**src/rtl/stream_pkg.sv**
```systemverilog
// Shared stream definitions: FSM state encoding, index-width helper, default widths.
package stream_pkg;

    localparam int unsigned DEFAULT_PAYLOAD_BITS = 32;
    localparam int unsigned DEFAULT_OUT_BITS     = 8;

    typedef enum logic {
        ST_IDLE = 1'b0,
        ST_SEND = 1'b1
    } state_e;

    // Index width for a count of v items; never narrower than one bit.
    function automatic int unsigned clog2_min1(input int unsigned v);
        return (v <= 2) ? 1 : $clog2(v);
    endfunction

endpackage

```
**src/rtl/stream_slice_sel.sv**
```systemverilog
// Combinational slice mux: picks one SLICE_BITS-wide slice of a word by index,
// counting from the bottom (MSB_FIRST=0) or from the top (MSB_FIRST=1).
module stream_slice_sel #(
    parameter int unsigned WORD_BITS  = 32,
    parameter int unsigned SLICE_BITS = 8,
    parameter int unsigned IDX_BITS   = 2,
    parameter bit          MSB_FIRST  = 1'b0
) (
    input  logic [WORD_BITS-1:0]  word_i,
    input  logic [IDX_BITS-1:0]   idx_i,
    output logic [SLICE_BITS-1:0] slice_o
);

    localparam int unsigned RATIO = WORD_BITS / SLICE_BITS;

    // Select the slice whose position matches idx_i; out-of-range indices give zero.
    always_comb begin
        slice_o = '0;
        for (int unsigned i = 0; i < RATIO; i++) begin
            if (idx_i == IDX_BITS'(i)) begin
                slice_o = word_i[(MSB_FIRST ? (RATIO - 1 - i) : i) * SLICE_BITS +: SLICE_BITS];
            end
        end
    end

endmodule

```
**src/rtl/stream_serializer.sv**
```systemverilog
// Width down-converter: accepts PAYLOAD_BITS words on a val/ready stream and emits
// PAYLOAD_BITS/OUT_BITS slices, one per output beat, with no bubble between words.
// Optional feature: define STREAM_SER_CNT_EN to add the 16-bit slice_cnt debug counter port.
module stream_serializer
    import stream_pkg::*;
#(
    parameter int unsigned PAYLOAD_BITS = DEFAULT_PAYLOAD_BITS,
    parameter int unsigned OUT_BITS     = DEFAULT_OUT_BITS,
    parameter bit          MSB_FIRST    = 1'b0
) (
    input  logic                    clk,
    input  logic                    reset,
    input  logic [PAYLOAD_BITS-1:0] din,
    input  logic                    val_in,
    output logic                    ready_upward,
    output logic [OUT_BITS-1:0]     dout,
    output logic                    val_out,
    input  logic                    ready_downward
`ifdef STREAM_SER_CNT_EN
    ,
    output logic [15:0]             slice_cnt
`endif
);

    localparam int unsigned RATIO = PAYLOAD_BITS / OUT_BITS;
    localparam int unsigned IDX_W = clog2_min1(RATIO);
    localparam logic [IDX_W-1:0] LAST_IDX = IDX_W'(RATIO - 1);

    if ((PAYLOAD_BITS % OUT_BITS) != 0 || RATIO < 2) begin : g_param_err
        $error("stream_serializer: PAYLOAD_BITS must be a multiple of OUT_BITS with ratio >= 2");
    end

    state_e                  state_q, state_d;
    logic [IDX_W-1:0]        idx_q, idx_d;
    logic [PAYLOAD_BITS-1:0] word_q, word_d;
    logic [OUT_BITS-1:0]     slice_w;

    stream_slice_sel #(
        .WORD_BITS  (PAYLOAD_BITS),
        .SLICE_BITS (OUT_BITS),
        .IDX_BITS   (IDX_W),
        .MSB_FIRST  (MSB_FIRST)
    ) u_slice_sel (
        .word_i  (word_q),
        .idx_i   (idx_q),
        .slice_o (slice_w)
    );

    // State, index and word registers.
    always_ff @(posedge clk) begin
        if (reset) begin
            state_q <= ST_IDLE;
            idx_q   <= '0;
            word_q  <= '0;
        end else begin
            state_q <= state_d;
            idx_q   <= idx_d;
            word_q  <= word_d;
        end
    end

    // Next-state and handshake logic; the last slice's output beat may reload the next word.
    always_comb begin
        state_d      = state_q;
        idx_d        = idx_q;
        word_d       = word_q;
        val_out      = 1'b0;
        ready_upward = 1'b0;
        case (state_q)
            ST_IDLE: begin
                ready_upward = 1'b1;
                if (val_in) begin
                    word_d  = din;
                    idx_d   = '0;
                    state_d = ST_SEND;
                end
            end
            ST_SEND: begin
                val_out      = 1'b1;
                ready_upward = (idx_q == LAST_IDX) && ready_downward;
                if (ready_downward) begin
                    if (idx_q != LAST_IDX) begin
                        idx_d = idx_q + IDX_W'(1);
                    end else if (val_in) begin
                        word_d = din;
                        idx_d  = '0;
                    end else begin
                        state_d = ST_IDLE;
                    end
                end
            end
            default: begin
                state_d = ST_IDLE;
            end
        endcase
    end

    assign dout = (state_q == ST_SEND) ? slice_w : '0;

`ifdef STREAM_SER_CNT_EN
    logic [15:0] cnt_q;

    // Free-running count of output beats, wrapping at 16 bits.
    always_ff @(posedge clk) begin
        if (reset) begin
            cnt_q <= '0;
        end else if (val_out && ready_downward) begin
            cnt_q <= cnt_q + 16'd1;
        end
    end

    assign slice_cnt = cnt_q;
`endif

endmodule
```
**config.mk**
```make
export PLATFORM = sky130hd
export DESIGN_NAME = stream_serializer
export DESIGN_NICKNAME = d
export VERILOG_FILES = /design/src/rtl/stream_pkg.sv /design/src/rtl/stream_slice_sel.sv /design/src/rtl/stream_serializer.sv
export SDC_FILE = /design/constraint.sdc
export NUM_CORES = 1
export LEC_CHECK = 0
export BUFFER_PORTS_ARGS = -buffer_cell sky130_fd_sc_hd__buf_4
export CAP_MARGIN = 30
export CORE_UTILIZATION = 57
export CTS_CLUSTER_DIAMETER = 30
export DETAILED_ROUTE_END_ITERATION = 6
export GPL_TIMING_DRIVEN = 0
export PLACE_DENSITY_LB_ADDON = 0.3
export SLEW_MARGIN = 15
export SYNTH_ARGS = -nofsm -noshare
export SYNTH_HDL_FRONTEND = slang
export SYNTH_SLANG_ARGS = --single-unit
```
**constraint.sdc**
```tcl
create_clock -name clk -period 2.15 [get_ports clk]
set_input_delay 0.215 -clock clk [delete_from_list [all_inputs] [get_ports clk]]
set_output_delay 0.215 -clock clk [all_outputs]
set_load 0.005 [all_outputs]
```
# Yosys cells after proc, flatten, opt, wreduce, memory -nomap -nowiden
# Index checks and enable logic that the tools add are counted.
word_totals:
  out_inout_bits: 10
  ff_bits: 35
  wordCells: 33
  input_bits: 36
op_classes:
  eq_ne: 6
  n_addsub: 1
  muxes: 19
  bitwise: 1
  reduce_logical: 3
op_table:
  columns: ["operator", "count"]
  rows:
  - ["two-way mux 32 bit", 3]
  - ["one-hot mux 32 bit (2 select lines)", 1]
  - ["two-way mux 8 bit", 5]
  - ["two-way mux 2 bit", 3]
  - ["!= test 2 bit (second input constant)", 3]
  - ["== test 2 bit (second input constant)", 2]
  - ["two-way mux 1 bit", 4]
  - ["one-hot mux 1 bit (2 select lines)", 2]
  - ["one-hot mux 2 bit (2 select lines)", 1]
  - ["adder 2 x 1 -> 2 bit (second input constant)", 1]
  - ["== test 2 x 1 -> 1 bit (second input constant)", 1]
  - ["zero test 2 bit", 1]
  - ["AND reduction 2 bit", 1]
  - ["logical AND 1 bit", 1]
  - ["inverter 1 bit", 1]

# Longest topological paths before layout
# Gate-level depths: netlist of run 1.
logic_depth:
  word_depth: 6
  ltp_mapped: 7
  depth_no_buf: 5

# Hierarchy
# From an unflattened synthesis of run 1, not the netlist that was laid out.
unflattened:
  hier_cells: 180
  area_unflattened_um2: 1903.1
by_module_without_submodules:
  columns: ["module", "cells_per_inst", "seq_area_each_um2", "area_per_inst_um2", "instances"]
  rows:
  - ["stream_serializer", 170, 700.7, 1706.6, 1]
  - ["stream_slice_sel", 10, 0.0, 196.4, 1]

# Worst setup path after synthesis of run 1
# OpenSTA, ideal clock, no wires.
synth_path:
  path_kind: "reg2out"
  start: "reg idx_q[1]"
  end: "out dout[6]"
  slack_ns: 0.575
  t_required_ns: 1.935
  path_buffers: 2
  arrival_time_ns: 1.360
  path_stages_with_launch: 8
  path_cell_list: "dfxtp_1 -> inv_1 -> ha_1 -> buf_2 -> nor2b_1 -> buf_2 -> a221oi_1 -> o31ai_1"
synth_between:
  elab_chain_cells: 6
  word_cells_on_any_way: 9
  classes_between: "eq/ne: 3; mux: 5; reduce/logical: 1"
synth_rtl:
  columns: ["item", "line", "rtl"]
  rows:
  - ["start, declared", "stream_serializer.sv:34", "logic [IDX_W-1:0] idx_q, idx_d;"]
  - ["start signal, assigned", "stream_serializer.sv:57", "idx_q <= idx_d;"]
  - ["zero test 2 bit", "stream_slice_sel.sv:20", "if (idx_i == IDX_BITS'(i)) begin"]
  - ["two-way mux 8 bit (3 in series)", "stream_slice_sel.sv:20", null]
  - ["two-way mux 8 bit *", "stream_slice_sel.sv:20", null]
  - ["two-way mux 8 bit *", "stream_serializer.sv:98", "assign dout = (state_q == ST_SEND) ? slice_w : '0;"]
  - ["end, declared", "stream_serializer.sv:16", "output logic [OUT_BITS-1:0] dout,"]
# Every way passes the cells marked *; elsewhere a longest branch is shown, timed or not.

# Final worst setup path of run 1
layout_path:
  start: "reg idx_q[1]"
  end: "out dout[7]"
# Same word-level chain as after synthesis.

==> results of run 1 <==
[final cells by class]
class                      instances  area [um^2]
clock inverter                     2         35.0
fill                             223          664
multi-input combinational        147         1120
clock buffer                       6         51.3
timing repair buffer              46          345
inverter                           3         11.3
buffer                            17          141
tap                               44         55.1
sequential                        35          703
[per-layer routing]
metal	vias up	share of wire, %	track usage [%]
met4	0	1.7	15.3
met2	51	50	43.3
li1	792	-	-
met1	730	43	31.3
met5	-	0	0
met3	8	5.8	6.28
[layout by cell type, fill, tap and decap left out, types with 2 or more instances in the layout]
| cell | n |
|---|---|
| buf_12 | 3 |
| nand3b_1 | 3 |
| buf_4 | 46 |
| clkbuf_4 | 6 |
| inv_1 | 3 |
| buf_6 | 3 |
| mux2i_1 | 32 |
| nor2b_1 | 10 |
| buf_2 | 2 |
| nor2_1 | 2 |
| a221oi_2 | 3 |
| dfxtp_2 | 2 |
| a221oi_1 | 5 |
| nand2b_1 | 65 |
| o31ai_1 | 7 |
| ha_1 | 4 |
| nand3_1 | 8 |
| clkbuf_1 | 8 |
| dfxtp_1 | 33 |
[cell families after synthesis]
logic type,share of synthesized area (%)
AO/OA/AOI/OAI,8.18
multiplexers,16.6
adder cells (fa/ha/maj),2.60
flip-flops,36.4
buffers and inverters,7.08
AND/OR/NAND/NOR,29.2
[synth_stat cells (all sizes together), types with 2 or more instances]
library cell	instances	area [um^2]
inv	3	11.3
dfxtp	35	701
a221oi	8	70.1
nand2b	65	407
ha	4	50.1
nor2b	11	68.8
nand3b	3	22.5
nand3	8	40.0
nor2	2	7.51
buf	8	91.3
mux2i	32	320
o31ai	8	60.1
clkbuf	9	33.8
[metrics by stage]
step                      hold slack (ns)  worst slack (ns)  TNS [ns]  total power [W]  instance area (um^2)
after detailed placement            0.452             0.215         0         0.000975                  2310
after CTS                          0.0899           0.00673         0          0.00147                  2420
after global placement              0.449             0.254         0         0.000968                  2310
after floorplan                     0.336             0.575         0         0.000876                  1930
final                              0.0861            0.0150         0          0.00148                  2460
after global routing                0.109           -0.0937    -0.232          0.00154                  2460
[worst min-delay path, stage by stage]
cell	delay, ns
buf_4	0.09
nor2_1	0.04
nor2_1	0.06
[what timing repair did]
action	CTS	global route
resized for setup	6	9
pin swaps	3	1
setup buffers	1	1
endpoints found under the setup margin	8	8
hold endpoints to repair	0	0
[sequential cells by signal (all words and copies together) (netlist names)]
name	flops
idx_q	2
state_q	1
word_q	32
[path summary, 6_finish.rpt]
kind / cells past startpoint / slack (ns) / from / endpoint
hold reg to reg: 2 / 0.48 / word_q[31]$_SDFFE_PP0P_ / word_q[31]$_SDFFE_PP0P_
setup reg to reg: 7 / 0.68 / idx_q[1]$_SDFFE_PP0N_ / word_q[23]$_SDFFE_PP0P_
setup / recovery: 8 / 0.02 / idx_q[1]$_SDFFE_PP0N_ / dout[7]
hold / removal: 3 / 0.09 / val_in / state_q$_SDFF_PP0_
[power groups by stage]
stage | Sequential [W] | Combinational, W | Clock [W]
detailed placement | 0.000729 | 0.000246 | 0
finish | 0.000716 | 0.000259 | 0.000501
global route | 0.000721 | 0.000280 | 0.000539
global placement | 0.000727 | 0.000241 | 0
floorplan | 0.000720 | 0.000156 | 0
CTS | 0.000715 | 0.000251 | 0.000503
==> insert_results.sql, run 1 <==
INSERT INTO impl_metrics (metric_group, metric, value, unit) VALUES
('floorplan', 'floorplan.initialDensity', '61.6', '%'),
('power_and_ir_drop', 'irDropWorstVdd', '0.431', 'mV'),
('sta', 'final_hold_viol_count', '0', ''),
('floorplan', 'die-height', '60.1', 'um'),
('worst_setup_path', 'buf_inv_stages_crit_path', '4', ''),
('detailed_routing', 'first_iter_violations', '52', ''),
('logic_synthesis', 'yosys_register_bits', '35', ''),
('power_and_ir_drop', 'power.switching_fraction', '24.5', '%'),
('cells_and_area', 'final_cell_count_no_fill', '300', ''),
('power_and_ir_drop', 'seq_power_share', '48.5', '%'),
('logic_synthesis', 'ys_dominant_reg_cell', 'dfxtp_1', ''),
('global_route', 'antenna_found_initial', '0', ''),
('sta', 'setup_violations', '0', ''),
('clock_network', 'clk_pin_slew_worst_paths', '0.10', 'ns'),
('clock_network', 'hold_buffers', '0', ''),
('detailed_routing', 'vias_per_cell', '5.27', ''),
('sta', 'grt_setup_unrepaired', 'yes', ''),
('worst_setup_path', 'crit_chain', 'inv_1, ha_1, buf_6, nor2b_4, buf_6, a221oi_1, o31ai_1, buf_4', ''),
('place', 'i_o_buffers', '44', ''),
('global_route', 'wire_length_of_the_first_global_routing_pass', '6730', 'um'),
('clock_network', 'cts_tree', 'done', ''),
('sta', 'maxClockFrequency', '468', 'MHz'),
('detailed_routing', 'route.vias.total', '1581', ''),
('clock_network', 'clock-sinks', '35', ''),
('power_and_ir_drop', 'internal_power', '0.00112', 'W'),
('power_and_ir_drop', 'switching_power', '0.000361', 'W'),
('detailed_routing', 'avgRoutedWirePerCell', '14.3', 'um'),
('logic_synthesis', 'synth.yosys.seq_area_share', '36.4', '%'),
('worst_setup_path', 'critical-path-slowest-cell', 'dfxtp_2', ''),
('logic_synthesis', 'synth_fp_nets', '242', ''),
('floorplan', 'die_area', '0.00362', 'mm^2'),
('cells_and_area', 'layout.nets', '295', ''),
('clock_network', 'clockRootBuffer', 'clkbuf_4', ''),
('clock_network', 'cts-buffers-inserted', '5', ''),
('worst_setup_path', 'worst_ep_required_time', '1.93', 'ns'),
('global_route', 'grt_start_max_net_pins', '12', ''),
('worst_setup_path', 'cp.arrival', '1.92', 'ns'),
('run', 'max-cap-violations', '0', ''),
('clock_network', 'clock_tree.htree_level_count', '2', ''),
('clock_network', 'clk-insertion-delay-late', '0.35', 'ns'),
('worst_setup_path', 'crit_path_end_kind', 'output port', ''),
('detailed_routing', 'drt-pass1-iter-count', '6', ''),
('logic_synthesis', 'yosysUniqueCellTypes', '21', ''),
('outcome', 'run_status', 'finished clean', ''),
('power_and_ir_drop', 'total_leakage_power', '1.04', 'nW'),
('worst_setup_path', 'timing.critical_path.slowest_cell_delay', '0.35', 'ns'),
('floorplan', 'std_cell_rows', '20', ''),
('worst_setup_path', 'worst_setup_path_start_kind', 'flip-flop', ''),
('global_route', 'global_route.overflow_total', '0', ''),
('place', 'dp.cells', '290', ''),
('sta', 'finClkSkew', '0.00583', 'ns'),
('sta', 'final_period_minus_worst_setup_slack', '2.13', 'ns'),
('logic_synthesis', 'synthesis.area_per_instance', '9.54', 'um^2'),
('power_and_ir_drop', 'share_of_total_power_in_the_clock_network', '33.9', '%'),
('logic_synthesis', 'synth-warning-count', '0', ''),
('worst_setup_path', 'timing_worst_setup_path_type', 'flip-flop to output port', ''),
('worst_setup_path', 'critical-path-top-delay-family', 'buffers and inverters', ''),
('power_and_ir_drop', 'power_density', '600', 'mW/mm^2'),
('worst_setup_path', 'worst-path-max-fanout', '8', ''),
('worst_hold_path', 'timing.hold.worst.class', 'input pin to flip-flop', ''),
('clock_network', 'cts-root-to-sink-buffers', '2', ''),
('floorplan', 'floorplan.io_pins', '46', ''),
('logic_synthesis', 'asyncSetResetFlopFracSynth', '0', '%'),
('sta', 'timing.final.crit_share', '99.3', '%'),
('place', 'dp_hpwl', '3120', 'um'),
('worst_setup_path', 'cpMostUsedCell', 'buf_6', ''),
('cells_and_area', 'postLayoutCoreUtil', '78.8', '%'),
('cells_and_area', 'layout-area-overhead-vs-synth', '27.9', '%'),
('global_route', 'grt_pass1_vias', '1504', ''),
('logic_synthesis', 'synth-edff-count', '0', ''),
('detailed_routing', 'drt-total-wl', '4300', 'um');
Note: power is estimated with default switching activity, not from simulation.
==> run 2, diff against run 1 <==
--- a/config.mk
+++ b/config.mk
@@ -7,7 +7,7 @@
 export LEC_CHECK = 0
 export BUFFER_PORTS_ARGS = -buffer_cell sky130_fd_sc_hd__buf_4
 export CAP_MARGIN = 30
-export CORE_UTILIZATION = 57
+export CORE_UTILIZATION = 40
 export CTS_CLUSTER_DIAMETER = 30
 export DETAILED_ROUTE_END_ITERATION = 6
 export GPL_TIMING_DRIVEN = 0
==> run 2 against run 1 <==
Net effect:
- the flow now finishes with violations (DRC)
- count of clock-buffer cells in the layout did not move
- critical path type unchanged
- utilization is 24 points lower
- register-to-register slack about the same
- critical endpoint unchanged
- critical path depth is the same
==> insert_results.sql, run 2 (synthesis results as in run 1) <==
INSERT INTO impl_metrics (metric_group, metric, value, unit) VALUES
('worst_setup_path', 'timing_worst_setup_path_type', 'flip-flop to output port', ''),
('power_and_ir_drop', 'power_density', '581', 'mW/mm^2'),
('sta', 'final_period_minus_worst_setup_slack', '2.06', 'ns'),
('cells_and_area', 'layout.nets', '294', ''),
('detailed_routing', 'avgRoutedWirePerCell', '14.1', 'um'),
('global_route', 'antenna_found_initial', '0', ''),
('floorplan', 'coreArea', '0.00450', 'mm^2'),
('worst_setup_path', 'crit_path_end_kind', 'output port', ''),
('clock_network', 'hold_buffers', '0', ''),
('place', 'dp.cells', '298', ''),
('detailed_routing', 'drc', '1', ''),
('worst_setup_path', 'cp.arrival', '1.85', 'ns'),
('cells_and_area', 'postLayoutCoreUtil', '55.1', '%'),
('cells_and_area', 'layout.cells.most_common_list', 'nand2b_1 (65), buf_4 (45), dfxtp_1 (33), mux2i_1 (32), nor2b_1 (10)', ''),
('detailed_routing', 'vias_per_cell', '4.91', ''),
('cells_and_area', 'largest_register_ff_count', '32', ''),
('global_route', 'grt_use_total', '18.5', '%'),
('place', 'i_o_buffers', '44', ''),
('cells_and_area', 'register_bank_with_the_most_flops', 'word_q', ''),
('place', 'preCtsSetupSlack', '0.256', 'ns'),
('cells_and_area', 'antenna-diode-count', '0', ''),
('detailed_routing', 'drt-total-wl', '4340', 'um'),
('worst_setup_path', 'crit_chain', 'inv_1, ha_1, buf_6, nor2b_4, buf_6, a221oi_1, o31ai_1, buf_4', ''),
('sta', 'report.final.slew_viol_count', '0', ''),
('clock_network', 'clockRootBuffer', 'clkbuf_8', ''),
('outcome', 'violations', 'DRC', ''),
('worst_setup_path', 'worst_ep_required_time', '1.93', 'ns'),
('global_route', 'grt_pass1_vias', '1455', ''),
('detailed_routing', 'postRouteAntennaNets', '0', ''),
('detailed_routing', 'first_iter_violations', '41', ''),
('run', 'max-cap-violations', '0', ''),
('sta', 'hold_slack', '0.150', 'ns'),
('detailed_routing', 'drt-pass1-iter-count', '7', ''),
('sta', 'worst-slew-pin-transition', '0.431', 'ns'),
('place', 'gp_routability_congestion', '0.728', ''),
('floorplan', 'die-height', '71.4', 'um'),
('clock_network', 'cts-root-to-sink-buffers', '2', ''),
('sta', 'final_hold_viol_count', '0', ''),
('sta', 'max_slew_margin', '71.3', '%'),
('cells_and_area', 'layout_commonest_cell', 'nand2b_1', ''),
('clock_network', 'clock_tree.htree_level_count', '2', ''),
('cells_and_area', 'reg.largest.list', 'word_q x32, idx_q x2, state_q x1', ''),
('cells_and_area', 'layout-area-overhead-vs-synth', '28.7', '%'),
('worst_setup_path', 'cpMostUsedCell', 'buf_6', ''),
('cells_and_area', 'finalInstanceArea', '0.00248', 'mm^2'),
('clock_network', 'cts_tree', 'done', ''),
('global_route', 'grt_start_max_net_pins', '12', ''),
('place', 'placement_cell_area', '0.00232', 'mm^2'),
('floorplan', 'die_area', '0.00510', 'mm^2'),
('floorplan', 'std_cell_rows', '24', ''),
('power_and_ir_drop', 'internal_power', '0.00107', 'W'),
('floorplan', 'floorplan.initialDensity', '42.8', '%'),
('global_route', 'wire_length_of_the_first_global_routing_pass', '7020', 'um'),
('clock_network', 'cts-buffers-inserted', '5', ''),
('power_and_ir_drop', 'power.switching_fraction', '26.0', '%'),
('cells_and_area', 'fillerInstances', '422', ''),
('global_route', 'global_route.overflow_total', '0', ''),
('power_and_ir_drop', 'seq_power_share', '49.7', '%'),
('sta', 'timing.final.crit_share', '95.9', '%'),
('sta', 'setup_violations', '0', ''),
('detailed_routing', 'route.vias.total', '1508', ''),
('worst_setup_path', 'worst_setup_path_start_kind', 'flip-flop', ''),
('power_and_ir_drop', 'combPwrFrac', '18.1', '%'),
('cells_and_area', 'final_layout_size_suffix_gt1_share', '27.8', '%'),
('worst_setup_path', 'worst-path-max-fanout', '9', ''),
('power_and_ir_drop', 'irDropWorstVdd', '0.445', 'mV'),
('floorplan', 'fp.dieW', '71.4', 'um'),
('outcome', 'run_status', 'finished with violations', ''),
('clock_network', 'clock-sinks', '35', ''),
('worst_setup_path', 'critical-path-slowest-cell', 'dfxtp_4', ''),
('cells_and_area', 'final_cell_count_no_fill', '307', ''),
('sta', 'finClkSkew', '0.00257', 'ns'),
('sta', 'maxClockFrequency', '485', 'MHz'),
('clock_network', 'clk-insertion-delay-late', '0.29', 'ns'),
('power_and_ir_drop', 'total_leakage_power', '1.03', 'nW'),
('worst_setup_path', 'timing.critical_path.slowest_cell_delay', '0.35', 'ns'),
('power_and_ir_drop', 'share_of_total_power_in_the_clock_network', '32.2', '%'),
('floorplan', 'floorplan.io_pins', '46', ''),
('power_and_ir_drop', 'switching_power', '0.000375', 'W'),
('worst_hold_path', 'timing.hold.worst.class', 'input pin to flip-flop', ''),
('place', 'dp_hpwl', '3100', 'um'),
('clock_network', 'clk_pin_slew_worst_paths', '0.07', 'ns'),
('sta', 'postLayoutSetupSlackWorst', '0.0875', 'ns');
==> run 2: changes by cell type in the layout (fill, tap and decap cells not counted), sizes merged <==
cell	change
buf	-1
bufinv	-1
clkinvlp	+1
==> run 2: per-layer routing <==
| metal | up-vias | track usage [%] | wire (um) |
|---|---|---|---|
| met5 | - | 0 | 0 |
| met4 | 0 | 6.00 | 57 |
| met3 | 6 | 6.33 | 201 |
| met2 | 41 | 27.7 | 1910 |
| met1 | 676 | 25.0 | 2170 |
| li1 | 785 | - | - |
==> run 2: critical path, delay by kind of cell, from the launching register on <==
| family | cells | cell delay (ns) |
|---|---|---|
| buffers and inverters | 4 | 0.51 |
| AOI/OAI and AO/OA | 2 | 0.39 |
| DFF | 1 | 0.35 |
| adders and majority gates | 1 | 0.19 |
| and+or+nand+nor | 1 | 0.11 |
==> run 2: layout make-up <==
type	instances	area (um^2)	share of cell area, %
Timing Repair Buffer	45	338	13.6
Tap cell	52	65.1	2.62
Buffer	17	141	5.70
Multi-Input combinational cell	147	1130	45.7
Sequential cell	35	706	28.5
Clock inverter	2	12.5	0.505
Inverter	3	11.3	0.454
Clock buffer	6	72.6	2.93
==> run 2: metrics by stage <==
stage                     power, W  TNS, ns
after floorplan           0.000876        0
after detailed placement  0.000976        0
final                      0.00144        0
after global placement    0.000973        0
after CTS                  0.00144        0
after global routing       0.00152  -0.0152
==> run 2: final timing paths <==
path	cells past startpoint	slack (ns)	start	to
max reg2reg	7	0.68	idx_q[1]$_SDFFE_PP0N_	word_q[5]$_SDFFE_PP0P_
min	3	0.15	val_in	state_q$_SDFF_PP0_
max	8	0.09	idx_q[1]$_SDFFE_PP0N_	dout[7]
min reg2reg	2	0.48	word_q[24]$_SDFFE_PP0P_	word_q[24]$_SDFFE_PP0P_
==> run 2: power groups by stage <==
stage / Clock [W] / Sequential, W / Combinational, W
2_1_floorplan: 0 / 0.000720 / 0.000156
5_1_grt: 0.000518 / 0.000720 / 0.000284
3_5_place_dp: 0 / 0.000729 / 0.000247
4_1_cts: 0.000481 / 0.000715 / 0.000248
3_3_place_gp: 0 / 0.000729 / 0.000245
6_report: 0.000464 / 0.000716 / 0.000261
==> run 2: timing repair <==
action / CTS / global route
pin swaps: 4 / 4
buffers inserted: 0 / 1
endpoints found under the setup margin: 8 / 8
gates resized for setup: 2 / 18
